## config.mk

```make
export PLATFORM = sky130hd
export DESIGN_NAME = seq_divmod
export DESIGN_NICKNAME = d
export VERILOG_FILES = /design/src/rtl/seq_divmod_pkg.sv /design/src/rtl/seq_divmod_step.sv /design/src/rtl/seq_divmod.sv
export SDC_FILE = /design/constraint.sdc
export NUM_CORES = 1
export LEC_CHECK = 0
export CAP_MARGIN = 10
export CORE_ASPECT_RATIO = 1.1
export CORE_MARGIN = 5
export CORE_UTILIZATION = 45
export DETAILED_ROUTE_END_ITERATION = 10
export HOLD_SLACK_MARGIN = 0.03
export PLACE_DENSITY = 0.79
export SETUP_SLACK_MARGIN = 0.5
export SYNTH_ARGS = -nofsm -noshare
export SYNTH_HDL_FRONTEND = slang
export SYNTH_SLANG_ARGS = --single-unit
```

## constraint.sdc

```tcl
create_clock -name clk -period 6.3 [get_ports clk]
set_clock_uncertainty 0.2 [all_clocks]
set_input_delay 1.89 -clock clk [delete_from_list [all_inputs] [get_ports clk]]
set_output_delay 1.89 -clock clk [all_outputs]
set_load 0.01 [all_outputs]
```

## src/rtl/seq_divmod_pkg.sv

```systemverilog
// Shared definitions for the sequential unsigned divider.
//   dm_state_t : 2-bit controller state encoding (code 3 unused, decays to IDLE)
package seq_divmod_pkg;

    typedef enum logic [1:0] {
        DM_IDLE  = 2'd0,
        DM_ERROR = 2'd1,
        DM_BUSY  = 2'd2
    } dm_state_t;

endpackage

```

## src/rtl/seq_divmod_step.sv

```systemverilog
// One restoring-division step: shift the next dividend bit into the partial
// remainder, subtract the divisor when it fits, and shift the quotient bit in.
// Purely combinational so an unrolled divider can chain WIDTH copies.
//   rem      : partial remainder in (always < dvsr)
//   quo      : dividend/quotient shift register in
//   dvsr     : divisor
//   rem_next : partial remainder out
//   quo_next : quotient shift register out
module seq_divmod_step #(
    parameter int unsigned WIDTH = 16
) (
    input  logic [WIDTH-1:0] rem,
    input  logic [WIDTH-1:0] quo,
    input  logic [WIDTH-1:0] dvsr,
    output logic [WIDTH-1:0] rem_next,
    output logic [WIDTH-1:0] quo_next
);

    logic [WIDTH:0]   shifted;
    logic [WIDTH-1:0] diff;
    logic             fits;

    always_comb begin
        // Keep the remainder MSB: with a divisor above 2^(WIDTH-1) the
        // shifted value can need WIDTH+1 bits before the subtract.
        shifted = {rem, quo[WIDTH-1]};
        fits    = (shifted >= {1'b0, dvsr});
        // Result is < dvsr when it fits, so the low WIDTH bits are exact.
        diff    = shifted[WIDTH-1:0] - dvsr;
        if (fits) begin
            rem_next = diff;
            quo_next = {quo[WIDTH-2:0], 1'b1};
        end else begin
            rem_next = shifted[WIDTH-1:0];
            quo_next = {quo[WIDTH-2:0], 1'b0};
        end
    end

endmodule

```

## src/rtl/seq_divmod.sv

```systemverilog
// Multi-cycle unsigned restoring divider with go/ready/error handshake.
// A rising edge on go starts a division; one quotient bit is produced per
// cycle and results are held until the next accepted request.
//   clk   : clock, all state updates on posedge
//   rst   : synchronous active-high reset
//   go    : request, 0->1 transition starts an operation
//   a, b  : dividend / divisor, sampled on the accepting edge only
//   ready : 1 = idle with result or error valid
//   error : 1 = last request had b == 0
//   div   : quotient
//   mod   : remainder
module seq_divmod
    import seq_divmod_pkg::*;
#(
    parameter int unsigned WIDTH = 16
) (
    input  logic             clk,
    input  logic             rst,
    input  logic             go,
    input  logic [WIDTH-1:0] a,
    input  logic [WIDTH-1:0] b,
    output logic             ready,
    output logic             error,
    output logic [WIDTH-1:0] div,
    output logic [WIDTH-1:0] mod
);

    localparam int unsigned CW = $clog2(WIDTH + 1);

    dm_state_t        state, state_nx;
    logic             go_prev;
    logic             start;
    logic [CW-1:0]    count, count_nx;
    logic [WIDTH-1:0] dvsr, dvsr_nx;
    logic [WIDTH-1:0] quo, quo_nx;
    logic [WIDTH-1:0] rem, rem_nx;
    logic             ready_nx, error_nx;
    logic [WIDTH-1:0] div_nx, mod_nx;
    logic [WIDTH-1:0] step_rem, step_quo;

    assign start = go && !go_prev;

    seq_divmod_step #(.WIDTH(WIDTH)) u_step (
        .rem      (rem),
        .quo      (quo),
        .dvsr     (dvsr),
        .rem_next (step_rem),
        .quo_next (step_quo)
    );

    always_comb begin
        state_nx = state;
        count_nx = count;
        dvsr_nx  = dvsr;
        quo_nx   = quo;
        rem_nx   = rem;
        ready_nx = ready;
        error_nx = error;
        div_nx   = div;
        mod_nx   = mod;

        case (state)
            DM_IDLE, DM_ERROR: ;
            DM_BUSY: begin
                quo_nx   = step_quo;
                rem_nx   = step_rem;
                count_nx = count - CW'(1);
                if (count == CW'(1)) begin
                    div_nx   = step_quo;
                    mod_nx   = step_rem;
                    ready_nx = 1'b1;
                    state_nx = DM_IDLE;
                end
            end
            default: state_nx = DM_IDLE;
        endcase

        // A new request overrides whatever the current state decided,
        // including an operation that is mid-flight or finishing this edge.
        if (start) begin
            if (b == '0) begin
                state_nx = DM_ERROR;
                ready_nx = 1'b1;
                error_nx = 1'b1;
            end else begin
                state_nx = DM_BUSY;
                ready_nx = 1'b0;
                error_nx = 1'b0;
                dvsr_nx  = b;
                quo_nx   = a;
                rem_nx   = '0;
                count_nx = CW'(WIDTH);
            end
        end
    end

    always_ff @(posedge clk) begin
        if (rst) begin
            state   <= DM_IDLE;
            go_prev <= 1'b0;
            count   <= '0;
            dvsr    <= '0;
            quo     <= '0;
            rem     <= '0;
            ready   <= 1'b1;
            error   <= 1'b0;
            div     <= '0;
            mod     <= '0;
        end else begin
            state   <= state_nx;
            go_prev <= go;
            count   <= count_nx;
            dvsr    <= dvsr_nx;
            quo     <= quo_nx;
            rem     <= rem_nx;
            ready   <= ready_nx;
            error   <= error_nx;
            div     <= div_nx;
            mod     <= mod_nx;
        end
    end

endmodule

```

==> impl_metrics.env, run 1 <==
export IMPL_power_density_nw_per_um2=263
export IMPL_finalNonFillerCells=709
export IMPL_fin_nets=641
export IMPL_cts_inserted_buffers=9
export IMPL_slew_viol_final=0
export IMPL_fin_setup_tns_ns=0
export IMPL_die_x_um=104
export IMPL_routed_wl_mm=11.4
export IMPL_synthXorXnorAreaFrac_pct=2.61
export IMPL_place_hpwl_mm=8.09
export IMPL_place_gp_congestion=0.890
export IMPL_drive_gt1_share_pct=5.24
export IMPL_rsz0062_at_grt="false"
export IMPL_top_level_ports=69
export IMPL_cts_resized=0
export IMPL_synth_top_area_share_pct=41.2
export IMPL_path_max_fanout=18
export IMPL_multi_input_area_um2=2330
export IMPL_htreeDepth=3
export IMPL_grt_overflow_total=0
export IMPL_synth_common_cells="nand2_1, dfxtp_1, a21oi_1, nor2_1, clkbuf_1"
export IMPL_ys_warn_count=0
export IMPL_synth_edf_count=0
export IMPL_crit_type="in -> reg"
export IMPL_insertion_delay_ns=0.37
export IMPL_cts_hold_buffers=0
export IMPL_die_h_um=113
export IMPL_num_vias=4023
export IMPL_muxShareOfSynthArea_pct=3.49
export IMPL_drt_iter0_drc=251
export IMPL_synth_nets=593
export IMPL_antenna_left=0
export IMPL_fin_hold_ws_ns=0.260
export IMPL_crit_path_end_kind="flip-flop"
export IMPL_syn_area_um2=4370
export IMPL_dieArea_um2=11800
export IMPL_synthAdderAreaFrac_pct=5.61
export IMPL_clock_sinks=90
export IMPL_cp_arrival_ns=4.63
export IMPL_vdd_ir_drop_max_v=0.000132
export IMPL_period_needed_ns=4.53
export IMPL_start_util_pct=46.3
export IMPL_synth_most_common_cell="nand2_1"
export IMPL_clk_pin_slew_ns=0.10
export IMPL_synth_simple_area_share_pct=19.6
export IMPL_p_total_mw=1.39
export IMPL_worst_pin_slew_ns=1.08
export IMPL_core_rowCount=37
export IMPL_drt_vias_per_instance=5.67
export IMPL_holdPathStages=2
export IMPL_drc_errors=0
export IMPL_r2r_cells=9
export IMPL_yosys_cell_types_count=50
export IMPL_grt_pass1_wl_mm=19.0
export IMPL_avgSynthCellArea_um2=8.11
export IMPL_p_leak_nw=1.93
export IMPL_antenna_found_initial=0
export IMPL_hold_violations=0
export IMPL_finalSetupViolCount=0
export IMPL_clock_path_buffers=2
export IMPL_dp_cells=693
export IMPL_synth_top_family_by_area="compound AO/OA/AOI/OAI gates"
export IMPL_dr_pass1_iters=5
export IMPL_track_usage_pct=19.3
export IMPL_grt_pass1_vias=3948
export IMPL_final_seq_area_um2=1800
export IMPL_fill_cells=864
export IMPL_grt_max_degree=50
export IMPL_timing_fmax_mhz=221
export IMPL_required_ns=6.40
export IMPL_synth_yosys_seq_area_share_pct=41.2
export IMPL_maxCapViolations=0
export IMPL_portBuffers=68
export IMPL_synth_area_leaders="dfxtp_1, nand2_1, a21oi_1"
export IMPL_startpoint_type="input pin"
export IMPL_core_area_um2=9440
export IMPL_root_buffer="clkbuf_8"
export IMPL_area_growth_pct=21.0
export IMPL_synth_compound_area_share_pct=21.8
export IMPL_status="finished clean"
export IMPL_cts_setup_buffers=0
export IMPL_ys_seq_elements=90
export IMPL_hold_path_class="reg -> reg"
export IMPL_synth_ff_type="dfxtp_1"
export IMPL_avgRoutedWirePerCell_um=16.0
export IMPL_period_share_pct=71.9
export IMPL_async_reset_ff_share_pct=0
export IMPL_n_antenna_cell=0
export IMPL_synth_area_leader_cell="dfxtp_1"
export IMPL_syn_inst=539
export IMPL_cts_tree="yes"
export IMPL_slew_headroom_pct=27.9
[critical path, cell delays in order]
cell and delay (ns):
clkdlybuf4s50_1 0.45, nor4_1 0.56, nand4_1 0.19, and2_1 0.38, nor2_1 0.75, o21ai_0 0.22
a21oi_1 0.18
[flip-flops by register name, indices dropped and copies added, names as in the netlist]
| signal | flops |
|---|---|
| rem | 16 |
| go_prev | 1 |
| div | 16 |
| error | 1 |
| count | 5 |
| state | 2 |
| mod | 16 |
| ready | 1 |
| quo | 16 |
| dvsr | 16 |
[final cells by class]
| type | count | area share (%) |
|---|---|---|
| Inverter | 25 | 1.78 |
| Timing Repair Buffer | 71 | 13.2 |
| Tap cell | 117 | 2.77 |
| Clock buffer | 9 | 2.34 |
| Multi-Input combinational cell | 390 | 44.1 |
| Sequential cell | 90 | 34.1 |
| Clock inverter | 7 | 1.70 |
[metrics by stage]
step	util [%]	worst slack, ns	area [um2]
2_1_floorplan	-	2.82	4370
3_3_place_gp	53.7	1.55	5070
3_5_place_dp	53.7	1.41	5070
4_1_cts	56.0	1.78	5290
5_1_grt	56.0	1.51	5290
6_report	56.0	1.77	5290
[cells in the final DEF (no fill, tap or decap), drive strengths merged, types with 4 or more instances in the layout]
| cell | n |
|---|---|
| inv | 30 |
| nand3 | 14 |
| dfxtp | 90 |
| buf | 4 |
| a31oi | 5 |
| a21oi | 54 |
| nand2 | 102 |
| o2111ai | 5 |
| o21ai | 17 |
| nor4 | 6 |
| o21a | 7 |
| clkdlybuf4s50 | 67 |
| clkbuf | 9 |
| mux2i | 13 |
| nor2b | 7 |
| ha | 18 |
| a211oi | 20 |
| a21o | 4 |
| a311oi | 16 |
| nor2 | 51 |
| xor2 | 5 |
| nand2b | 4 |
| xnor2 | 8 |
[path summary, 6_finish.rpt]
path	start	endpoint	slack, ns
worst min-delay path	dvsr[12]	dvsr[12]	0.26
worst min register to register	dvsr[12]	dvsr[12]	0.26
worst max register to register	dvsr[1]	mod[12]	3.15
worst max-delay path	b[0]	rem[5]	1.77
[cells by family (layout without fill, tap and decap cells)]
group                    after synthesis  count (layout)
XOR/XNOR                              13              13
buffers and inverters                 59             112
multiplexers                          15              15
AND/OR/NAND/NOR                      200             200
flip-flops                            90              90
adder cells (fa/ha/maj)               19              19
AO/OA/AOI/OAI                        143             143
[power by group]
part           internal, mW  total, mW  switching [mW]
Clock                 0.195      0.433           0.237
Combinational         0.141      0.344           0.203
Sequential            0.595      0.614          0.0189
[routing by layer]
metal	global-route usage [%]	routed length [um]
met1	24.7	5060
met2	32.1	5430
met5	0	0
met3	4.11	635
met4	6.74	238
No activity file was read; power rests on OpenSTA's default activity.
==> run 2: changes to the inputs <==
- PLACE_DENSITY: 0.79 -> 0.81
- clock period: 6.3 -> 3.9 ns (I/O delays scaled with it)
==> impl_metrics.env, run 2 (synthesis gave the netlist of run 1 again) <==
export IMPL_status="finished clean"
export IMPL_period_share_pct=83.5
export IMPL_track_usage_pct=19.3
export IMPL_place_gp_congestion=0.871
export IMPL_hold_violations=0
export IMPL_cts_resized=0
export IMPL_rrSetupSlack_ns=0.76
export IMPL_slew_viol_final=0
export IMPL_startpoint_type="input pin"
export IMPL_num_vias=4020
export IMPL_start_util_pct=46.3
export IMPL_fin_nets=645
export IMPL_n_antenna_cell=0
export IMPL_drt_iter0_drc=209
export IMPL_die_x_um=104
export IMPL_finalSetupViolCount=0
export IMPL_fin_ws_ns=0.642
export IMPL_path_max_fanout=12
export IMPL_crit_path_end_kind="flip-flop"
export IMPL_timing_rr_end="mod[12]"
export IMPL_utilization_pct=56.0
export IMPL_drc_errors=0
export IMPL_core_area_um2=9440
export IMPL_antenna_found_initial=0
export IMPL_top_level_ports=69
export IMPL_power_density_nw_per_um2=410
export IMPL_min_from="div[13]"
export IMPL_drive_gt1_share_pct=5.87
export IMPL_layout_common_cells="nand2_1, dfxtp_1, clkdlybuf4s50_1, a21oi_1, nor2_1"
export IMPL_area_growth_pct=21.1
export IMPL_clock_sinks=90
export IMPL_r2r_cells=9
export IMPL_hold_path_class="reg -> reg"
export IMPL_finalInstanceArea_um2=5290
export IMPL_fin_hold_ws_ns=0.259
export IMPL_cts_hold_buffers=0
export IMPL_routed_wl_mm=11.5
export IMPL_slew_headroom_pct=31.8
export IMPL_core_rowCount=37
export IMPL_grt_overflow_total=0
export IMPL_final_common_cell="nand2_1"
export IMPL_holdPathStages=2
export IMPL_cts_inserted_buffers=9
export IMPL_antenna_left=0
export IMPL_root_buffer="clkbuf_8"
export IMPL_maxCapViolations=0
export IMPL_htreeDepth=3
export IMPL_place_hpwl_mm=8.36
export IMPL_period_needed_ns=3.26
export IMPL_dr_pass1_iters=5
export IMPL_p_leak_nw=1.94
export IMPL_crit_type="in -> reg"
export IMPL_cts_tree="yes"
export IMPL_timing_fmax_mhz=307
export IMPL_clk_pin_slew_ns=0.10
export IMPL_regToRegStartpoint="dvsr[1]"
export IMPL_fin_setup_tns_ns=0
export IMPL_cts_setup_buffers=0
export IMPL_place_area_um2=5100
export IMPL_pre_cts_ws_ns=0.261
export IMPL_required_ns=3.97
export IMPL_portBuffers=68
export IMPL_insertion_delay_ns=0.37
export IMPL_rsz0062_at_grt="false"
export IMPL_vdd_ir_drop_max_v=0.000216
export IMPL_die_h_um=113
export IMPL_min_to="div[13]"
export IMPL_drt_vias_per_instance=5.64
export IMPL_grt_max_degree=67
export IMPL_fill_cells=866
export IMPL_dieArea_um2=11800
export IMPL_clock_path_buffers=2
export IMPL_avgRoutedWirePerCell_um=16.1
export IMPL_grt_pass1_vias=4008
export IMPL_worst_pin_slew_ns=1.02
export IMPL_grt_pass1_wl_mm=19.2
export IMPL_cp_arrival_ns=3.32
run 2: cell count changes in the layout (fill, tap and decap cells not counted), sizes merged:
cell / previous run / this run
buf: 4 / 8
bufinv: 1 / 0
clkbuf: 9 / 10
clkinv: 1 / 0
clkinvlp: 0 / 1
run 2: final cells by class:
class                           instances  area [um2]  area share [%]
Inverter                               25        93.8            1.77
Tap cell                              117         146            2.77
Timing Repair Buffer                   75         728            13.8
Sequential cell                        90        1800            34.0
Multi-Input combinational cell        390        2330            44.0
Clock buffer                           10         138            2.60
Clock inverter                          6        53.8            1.02
run 2: metal layers:
metal  global-route usage (%)  vias to the layer above  share of wire, %
met5                        0                        -                 0
met4                     7.51                        0               2.6
met3                     3.65                       20               5.0
met2                     33.5                      117                49
met1                     23.8                     1886                43
li1                         -                     1997                 -
run 2: worst max-delay path by stage:
stage                     from      end  slack [ns]  cells past startpoint
after floorplan           b[3]   rem[5]        1.14                      8
after global placement    b[0]  rem[10]        0.29                      6
after detailed placement  b[0]  rem[10]        0.26                      6
after CTS                 b[0]  rem[10]        0.63                      6
after global routing      b[0]  rem[15]        0.52                      8
final                     b[0]  rem[10]        0.64                      6
run 2: where the power goes:
| group | internal, mW | switching, mW | total, mW | leakage (nW) |
|---|---|---|---|---|
| Combinational | 0.231 | 0.322 | 0.552 | 1.11 |
| Sequential | 0.961 | 0.0317 | 0.993 | 0.735 |
| Clock | 0.263 | 0.364 | 0.627 | 0.0962 |
| Total | 1.45 | 0.717 | 2.17 | 1.94 |
run 2: through the flow:
step / std cells / total power, mW
floorplan: 539 / 1.43
global placement: 697 / 1.54
detailed placement: 697 / 1.56
CTS: 713 / 2.18
global route: 713 / 2.28
finish: 713 / 2.17
run 2: critical path, cell delays in order:
cell and delay [ns]:
clkdlybuf4s50_1 0.45, nor4_1 0.59, nand4_1 0.21, nand2_1 0.15, nand2_1 0.32, o41ai_2 0.42
==> run 3: changes to the inputs <==
- PLACE_DENSITY: 0.81 -> 0.79
- clock period: 3.9 -> 3 ns (I/O delays scaled with it)
==> impl_metrics.env, run 3 (synthesis gave the netlist of run 1 again) <==
export IMPL_startpoint_type="flip-flop"
export IMPL_core_area_um2=9440
export IMPL_pwr_share_seq_pct=39.0
export IMPL_grt_pass1_vias=4210
export IMPL_cp_arrival_ns=2.94
export IMPL_root_buffer="clkbuf_8"
export IMPL_portBuffers=68
export IMPL_p_int_mw=2.18
export IMPL_combPwrFrac_pct=37.0
export IMPL_startpoint="quo[15]"
export IMPL_drc_errors=0
export IMPL_drt_iter0_drc=319
export IMPL_period_needed_ns=2.84
export IMPL_final_common_cell="nand2_1"
export IMPL_insertion_delay_ns=0.38
export IMPL_die_x_um=104
export IMPL_crit_type="reg -> reg"
export IMPL_slew_headroom_pct=60.4
export IMPL_clkPwrFrac_pct=24.0
export IMPL_vdd_ir_drop_max_v=0.000268
export IMPL_clk_pin_slew_ns=0.09
export IMPL_place_hpwl_mm=8.55
export IMPL_antenna_left=0
export IMPL_r2r_cells=10
export IMPL_finalSetupViolCount=0
export IMPL_fin_nets=689
export IMPL_path_max_fanout=4
export IMPL_die_h_um=113
export IMPL_core_rowCount=37
export IMPL_antenna_found_initial=0
export IMPL_crit_path_end_kind="flip-flop"
export IMPL_dr_pass1_iters=5
export IMPL_layout_common_cells="nand2_1, dfxtp_1, clkdlybuf4s50_1, a21oi_1, nor2_1"
export IMPL_track_usage_pct=20.9
export IMPL_place_gp_congestion=0.939
export IMPL_htreeDepth=3
export IMPL_cts_hold_buffers=0
export IMPL_dieArea_um2=11800
export IMPL_grt_max_degree=31
export IMPL_status="finished clean"
export IMPL_power_density_nw_per_um2=531
export IMPL_rsz0062_at_grt="true"
export IMPL_utilization_pct=66.5
export IMPL_top_level_ports=69
export IMPL_fin_setup_tns_ns=0
export IMPL_grt_overflow_total=0
export IMPL_worst_pin_slew_ns=0.592
export IMPL_p_leak_nw=2.38
export IMPL_timing_fmax_mhz=352
export IMPL_slew_viol_final=0
export IMPL_area_growth_pct=43.7
export IMPL_start_util_pct=46.3
export IMPL_grt_pass1_wl_mm=20.2
export IMPL_holdPathStages=2
export IMPL_drive_gt1_share_pct=24.8
export IMPL_hold_violations=0
export IMPL_avgRoutedWirePerCell_um=18.7
export IMPL_required_ns=3.09
export IMPL_routed_wl_mm=14.2
export IMPL_clock_sinks=90
export IMPL_maxCapViolations=0
export IMPL_hold_path_class="reg -> reg"
export IMPL_min_from="dvsr[11]"
export IMPL_period_share_pct=94.8
export IMPL_cts_inserted_buffers=9
export IMPL_p_switching_mw=1.15
export IMPL_num_vias=4470
export IMPL_cts_tree="yes"
export IMPL_clock_path_buffers=2
export IMPL_drt_vias_per_instance=5.90
export IMPL_n_antenna_cell=0
export IMPL_p_sw_share_pct=34.5
export IMPL_regToRegStartpoint="quo[15]"
run 3: path summary, 6_finish.rpt:
| path | slack, ns | end |
|---|---|---|
| worst min register to register | 0.26 | dvsr[11] |
| worst max register to register | 0.16 | mod[10] |
| worst min-delay path | 0.26 | dvsr[11] |
| worst max-delay path | 0.16 | mod[10] |
run 3: layout make-up:
| class | instances | area, um2 |
|---|---|---|
| Sequential cell | 90 | 1820 |
| Timing Repair Buffer | 119 | 1190 |
| Clock buffer | 11 | 141 |
| Tap cell | 117 | 146 |
| Multi-Input combinational cell | 390 | 2850 |
| Clock inverter | 5 | 36.3 |
| Fill cell | 726 | 3170 |
| Inverter | 25 | 93.8 |
run 3: per-stage QoR:
step	total power, mW	setup slack [ns]	instance area [um2]	std cells	hold WS, ns
after floorplan	1.87	0.505	4380	539	0.236
after global placement	2.07	0.121	5260	715	0.246
after detailed placement	2.09	0.0361	5260	715	0.249
after CTS	3.01	0.475	5780	746	0.261
after global routing	3.46	0.173	6280	757	0.279
final	3.33	0.156	6280	757	0.259
run 3: power groups by stage:
stage               sequential, mW  combinational, mW  clock, mW
global route                  1.31               1.30      0.855
CTS                           1.29              0.913      0.805
detailed placement            1.32              0.770          0
floorplan                     1.31              0.558          0
global placement              1.31              0.755          0
finish                        1.30               1.23      0.798
run 3: critical path: stages (launching register included):
cell and delay [ns]:
dfxtp_2 0.35, inv_2 0.05, ha_4 0.16, fa_2 0.42, nor2b_4 0.21, o2111ai_4 0.17
a31oi_4 0.30, o22ai_2 0.10, xor2_1 0.20, or3_1 0.36, a31oi_1 0.24
run 3: layer usage:
metal	GRT usage, %	up-vias	share of wire [%]
met5	0	-	0
met4	10.1	0	4.1
met3	3.54	48	6.5
met2	35.0	191	49
met1	26.0	2150	40
li1	-	2081	-
run 3: timing repair:
item,CTS,global route
cloned,0,3
setup buffers,15,8
endpoints found under the hold margin,0,0
setup endpoints to repair,49,52
gates resized for setup,59,82
pin swaps,19,34
